===== src/rtl/piso_bit_serializer_pkg.sv =====
// rtl/piso_bit_serializer_pkg.sv - shared types and constants for the bit serializer
package piso_bit_serializer_pkg;

  // Word width shared with the downstream serial pattern detectors.
  localparam int DEFAULT_WIDTH = 8;
  localparam int MIN_WIDTH     = 2;
  localparam int MAX_WIDTH     = 32;

  typedef enum logic {
    ST_IDLE  = 1'b0,
    ST_SHIFT = 1'b1
  } state_e;

  function automatic int clog2(input int value);
    int result;
    int remain;
    result = 0;
    remain = value - 1;
    while (remain > 0) begin
      result = result + 1;
      remain = remain >> 1;
    end
    return result;
  endfunction

endpackage


===== src/rtl/piso_bit_serializer_if.sv =====
// rtl/piso_bit_serializer_if.sv - word handshake in, qualified serial bit stream out
interface piso_bit_serializer_if
  import piso_bit_serializer_pkg::*;
#(
  parameter int WIDTH = DEFAULT_WIDTH
);

  logic [WIDTH-1:0] data_in;
  logic             data_valid;
  logic             data_ready;
  logic             x;
  logic             bit_valid;
  logic             last_bit;

  modport master (
    output data_in,
    output data_valid,
    input  data_ready,
    input  x,
    input  bit_valid,
    input  last_bit
  );

  modport slave (
    input  data_in,
    input  data_valid,
    output data_ready,
    output x,
    output bit_valid,
    output last_bit
  );

endinterface


===== src/rtl/piso_bit_serializer.sv =====
// rtl/piso_bit_serializer.sv - parallel-in/serial-out stage feeding the serial detectors
module piso_bit_serializer
  import piso_bit_serializer_pkg::*;
#(
  parameter int WIDTH     = DEFAULT_WIDTH,
  parameter bit MSB_FIRST = 1'b1
) (
  input  logic                  clk,
  input  logic                  reset,
  piso_bit_serializer_if.slave  bus
);

  localparam int              CNT_W    = clog2(WIDTH);
  localparam logic [CNT_W-1:0] CNT_LAST = CNT_W'(WIDTH - 1);

  state_e           state_q, state_d;
  logic [CNT_W-1:0] cnt_q, cnt_d;
  logic [WIDTH-1:0] shreg_q, shreg_d;
  logic             x_q, x_d;
  logic             bit_valid_q, bit_valid_d;
  logic             last_bit_q, last_bit_d;
  logic             ready;
  logic             accept;

  function automatic logic head_bit(input logic [WIDTH-1:0] word);
    return MSB_FIRST ? word[WIDTH-1] : word[0];
  endfunction

  function automatic logic [WIDTH-1:0] shift_once(input logic [WIDTH-1:0] word);
    return MSB_FIRST ? (word << 1) : (word >> 1);
  endfunction

  // Ready depends only on registered state so upstream never sees a loop through data_valid.
  assign ready  = (state_q == ST_IDLE) || (cnt_q == CNT_LAST);
  assign accept = bus.data_valid && ready;

  always_comb begin
    state_d = state_q;
    cnt_d   = cnt_q;
    shreg_d = shreg_q;
    case (state_q)
      ST_IDLE: begin
        if (accept) begin
          shreg_d = bus.data_in;
          cnt_d   = '0;
          state_d = ST_SHIFT;
        end
      end
      ST_SHIFT: begin
        if (cnt_q != CNT_LAST) begin
          shreg_d = shift_once(shreg_q);
          cnt_d   = cnt_q + 1'b1;
        end else if (accept) begin
          shreg_d = bus.data_in;
          cnt_d   = '0;
        end else begin
          shreg_d = '0;
          cnt_d   = '0;
          state_d = ST_IDLE;
        end
      end
      default: begin
        shreg_d = '0;
        cnt_d   = '0;
        state_d = ST_IDLE;
      end
    endcase

    // Outputs are precomputed from next state so they leave dedicated flops.
    bit_valid_d = (state_d == ST_SHIFT);
    last_bit_d  = bit_valid_d && (cnt_d == CNT_LAST);
    x_d         = bit_valid_d && head_bit(shreg_d);
  end

  always_ff @(posedge clk or posedge reset) begin
    if (reset) begin
      state_q     <= ST_IDLE;
      cnt_q       <= '0;
      shreg_q     <= '0;
      x_q         <= 1'b0;
      bit_valid_q <= 1'b0;
      last_bit_q  <= 1'b0;
    end else begin
      state_q     <= state_d;
      cnt_q       <= cnt_d;
      shreg_q     <= shreg_d;
      x_q         <= x_d;
      bit_valid_q <= bit_valid_d;
      last_bit_q  <= last_bit_d;
    end
  end

  assign bus.data_ready = ready;
  assign bus.x          = x_q;
  assign bus.bit_valid  = bit_valid_q;
  assign bus.last_bit   = last_bit_q;

endmodule


===== src/flat_wrapper.sv =====
// flat-port wrapper written by rule: the top's interface ports become plain ports
module piso_bit_serializer_flat import piso_bit_serializer_pkg::*;
#(
  parameter int WIDTH     = DEFAULT_WIDTH,
  parameter bit MSB_FIRST = 1'b1
)
  (clk, reset, bus_data_in, bus_data_valid, bus_data_ready, bus_x, bus_bit_valid, bus_last_bit);
  piso_bit_serializer_if #(.WIDTH(WIDTH)) bus_i ();
  input  logic clk;
  input  logic reset;
  input wire logic [$bits(bus_i.data_in)-1:0] bus_data_in;
  input wire logic [$bits(bus_i.data_valid)-1:0] bus_data_valid;
  output wire logic [$bits(bus_i.data_ready)-1:0] bus_data_ready;
  output wire logic [$bits(bus_i.x)-1:0] bus_x;
  output wire logic [$bits(bus_i.bit_valid)-1:0] bus_bit_valid;
  output wire logic [$bits(bus_i.last_bit)-1:0] bus_last_bit;
  assign bus_i.data_in = bus_data_in;
  assign bus_i.data_valid = bus_data_valid;
  assign bus_data_ready = bus_i.data_ready;
  assign bus_x = bus_i.x;
  assign bus_bit_valid = bus_i.bit_valid;
  assign bus_last_bit = bus_i.last_bit;
  piso_bit_serializer #(.WIDTH(WIDTH), .MSB_FIRST(MSB_FIRST)) u_core (.clk(clk), .reset(reset), .bus(bus_i));
endmodule

===== config.mk =====
export PLATFORM = sky130hd
export DESIGN_NAME = piso_bit_serializer_flat
export DESIGN_NICKNAME = d
export VERILOG_FILES = /design/src/rtl/piso_bit_serializer_pkg.sv /design/src/rtl/piso_bit_serializer_if.sv /design/src/rtl/piso_bit_serializer.sv /design/src/flat_wrapper.sv
export SDC_FILE = /design/constraint.sdc
export NUM_CORES = 1
export LEC_CHECK = 0
export CORE_AREA = 2 2 54 56
export DETAILED_ROUTE_END_ITERATION = 10
export DIE_AREA = 0 0 56 58
export HOLD_SLACK_MARGIN = 0.08
export PLACE_DENSITY = 0.46
export SYNTH_ARGS = -nofsm -noshare
export SYNTH_HDL_FRONTEND = slang
export SYNTH_SLANG_ARGS = --single-unit

===== constraint.sdc =====
create_clock -name clk -period 3.7 [get_ports clk]
set_input_delay 0.74 -clock clk [delete_from_list [all_inputs] [get_ports clk]]
set_output_delay 0.74 -clock clk [all_outputs]
set_load 0.05 [all_outputs]

==> implementation parameters <==
Parameter                              Value

Status
  Status    completed

Setup path
  Count of cells along the worst register-to-register path    5
  Buffers plus inverters on the worst setup path    2
  Cell-by-cell listing of the critical path    ha_1, ha_1, and2b_1, inv_2, clkdlybuf4s50_1
  Launching element type of the critical path    register
  Critical path's most frequent cell    ha_1
  Startpoint of the worst register-to-register path    u_core.cnt_q[0]
  Flop-to-flop setup slack    approximately 2.2 ns
  Slowest library cell on the worst path    clkdlybuf4s50_1
  Required arrival time at the worst endpoint    approximately 3.0 ns
  Critical-path maximum fanout    10
  Setup CP Type    register to output pin
  Arrival time of the worst setup path    ~2.4 ns
  Critical Path Max Stage Delay    0.82 ns
  Kind of end point of the critical path    output pin
  Kind of cell adding the most delay to the critical path    buffers and inverters
  Endpoint of the worst register-to-register path    u_core.shreg_q[3]

Floorplan
  Row count    19
  Starting utilization of the core area    24.95%
  Die W    roughly 56 um
  Placeable Area    around 0.0027 mm^2
  Full die area    approximately 0.0032 mm^2
  Ports    15
  Die Ht    58 um

Detailed routing
  Routed vias    512
  Detailed-route wire length    ~1200 um
  ANT nets after route    0
  Iteration-0 DRC Markers    4
  Via/cell ratio    around 4.7
  Detail-routed net length per standard cell    11.48 um
  Drc violations    0
  Detailed-routing iteration count for the pre-antenna-repair pass    4

Clock tree
  CTS Root Buffer Type    clkbuf_4
  Worst-skew pair later-pin latency    about 0.27 ns
  Number of instances resized during post-cts repair    0
  Number of CTS-inserted buffers    3
  Number of buffers between clock root and the deepest sink    2
  Clock-pin slew of the registers on the worst-case setup and hold paths    ~0.090 ns
  CTS tree    done
  Post-CTS setup buffers    0
  Number of H-tree branching levels    1
  Count of hold buffers inserted by post-cts repair    0
  Number of clock sinks    13

Pwr
  Max VDD drop    between 0.0002 and 0.0003 V
  Leakage component of the power    between 0.0003 and 0.0004 uW
  Power density normalized to cell area    about 690 mW/mm^2

Cells and area
  Antenna Diode Count    0
  Area of the multi-input gates    about 280 um^2
  Share of post-route cells with drive strength above 1    under 10%
  Final std cell area, no fill    835.8 um^2
  Most common cell after layout, fill and taps aside    clkdlybuf4s50_1
  Area growth from synthesis to final layout    25.80%
  Commonest cells after routing, fill and taps aside    clkdlybuf4s50_1, dfrtp_1, inv_1, mux2i_1, nand3_1
  Utilization after layout    between 30% and 40%
  Number of filler instances in the final layout    291
  FF+latch area    325.3 um^2
  Number of nets in the layout    between 90 and 100

Logic synthesis
  Synthesized net count    between 70 and 80
  Number of distinct standard cells referenced by the synthesized netlist    19
  Area share of the largest cell type after synthesis    48.96%
  Synth warn    0
  Seq cells post-synth    13
  Mean instance size in the synthesized netlist    slightly above 10 um^2
  Top area cells in the synthesized netlist    dfrtp_1, mux2i_1, o221ai_1
  Largest area contributor in the netlist    dfrtp_1
  Fraction of the yosys area taken by sequential cells    approximately half
  Synthesized instance count    64
  Post-synthesis instance area    approximately 660 um^2

Hold path
  Worst hold start    u_core.shreg_q[6]
  Class of the most critical hold timing path    register to register
  Min-Delay Path Depth    2
  Sink of the worst hold path    u_core.bus.x

GRT
  Via count of the first global-routing pass    between 400 and 500
  Overflow after GRT    0
  Pin count of the biggest net entering global routing    20
  First-pass GRT wire length    2125 um
  Initial antenna violation count    0
  GRT Resource Usage Total    8.657%

Placement
  Half-perimeter wire length after placement    ~900 um
  Routability cong.    a little under 0.7
  Port-buffer cells    14
  DP Area    809.5 um^2

STA
  Post-layout minimum cycle time    between 3 and 4 ns
  TNS Setup    0 ns
  Slew Limit Headroom    approximately 48%
  Pin slew with the least headroom to its limit    0.7797 ns
  RSZ-0062 raised after global routing    false
  Endpoints failing setup    0
  Final worst path period share    between 80% and 90%
  Final hold violations    0
  Fin Clk Skew    0.002582 ns
  Fin Hold WS    about 0.53 ns
  Fmax    323.3 MHz
  Total count of max-transition violations in the final report    0

Job
  Number of max-capacitance violations reported    0
[cells by family (layout without fill, tap and decap cells)]
| kind of cell | count (synthesis) | after routing | synth area share (%) |
|---|---|---|---|
| adders and majority gates | 2 | 2 | 3.766 |
| DFF | 13 | 13 | 48.96 |
| buffers and inverters | 13 | 26 | 9.604 |
| muxes | 7 | 7 | 10.55 |
| AOI/OAI and AO/OA | 11 | 11 | 12.05 |
| and+or+nand+nor | 18 | 18 | 15.07 |
[Yosys cell counts]
library cell / number
and2b_1: 1
mux2i_1: 7
inv_2: 1
buf_2: 3
nand2_1: 3
buf_6: 1
ha_1: 2
and4_1: 1
nor3b_1: 1
inv_1: 7
dfrtp_1: 13
o21ai_1: 4
nor2_1: 1
a21o_1: 1
o221ai_1: 6
nand3b_1: 1
nand2b_1: 3
buf_4: 1
nand3_1: 7
[how the worst max path moves through the flow]
stage                          end            start  slack [ns]  depth (start not counted)
finish              bus_data_ready  u_core.cnt_q[0]        0.61                          5
global route        bus_data_ready  u_core.cnt_q[0]        0.49                          5
CTS                 bus_data_ready  u_core.cnt_q[0]        0.59                          5
detailed placement  bus_data_ready  u_core.cnt_q[0]        0.91                          5
global placement    bus_data_ready  u_core.cnt_q[0]        0.92                          5
floorplan           bus_data_ready   u_core.state_q        1.78                          3
[stage by stage]
| step | setup slack (ns) | std cells | total power (uW) |
|---|---|---|---|
| after floorplan | 1.782 | 64 | 425.6 |
| after global placement | 0.9200 | 104 | 492.5 |
| after detailed placement | 0.9145 | 104 | 493.3 |
| after CTS | 0.5904 | 108 | 585.5 |
| after global routing | 0.4914 | 108 | 626.8 |
| final | 0.6071 | 108 | 576.8 |
[per-layer routing]
| layer | global-route usage, % | wire length, um | up-vias |
|---|---|---|---|
| li1 | - | - | 253 |
| met4 | 6.122 | 10 | 0 |
| met2 | 14.29 | 621 | 10 |
| met1 | 9.804 | 556 | 247 |
| met3 | 2.232 | 52 | 2 |
| met5 | 0 | 0 | - |
[final cells by class]
type / instances / area share, %
Sequential cell: 13 / 38.92
Tap cell: 31 / 4.641
Inverter: 8 / 3.593
Timing Repair Buffer: 14 / 16.77
Multi-Input combinational cell: 38 / 32.93
Clock buffer: 4 / 3.144
[tightest hold or removal path, cell delays in order (launching register included)]
cell,delay (ns)
dfrtp_1,0.35
nand3b_1,0.08
o21ai_1,0.07
[state kept, by name, indices dropped and copies added (netlist names)]
| register | cells |
|---|---|
| u_core.state_q | 1 |
| u_core.cnt_q | 3 |
| u_core.bus.last_bit | 1 |
| u_core.bus.x | 1 |
| u_core.shreg_q | 7 |
[power breakdown]
group	internal [uW]	leakage [uW]	total [uW]	switching (uW)
registers	197	0.000166	236	38.6
logic	109	0.000187	251	142
clock network	41.7	0.0000150	89.8	48.1
total	348	0.000367	577	229
Note: power is estimated with default switching activity, not from simulation.
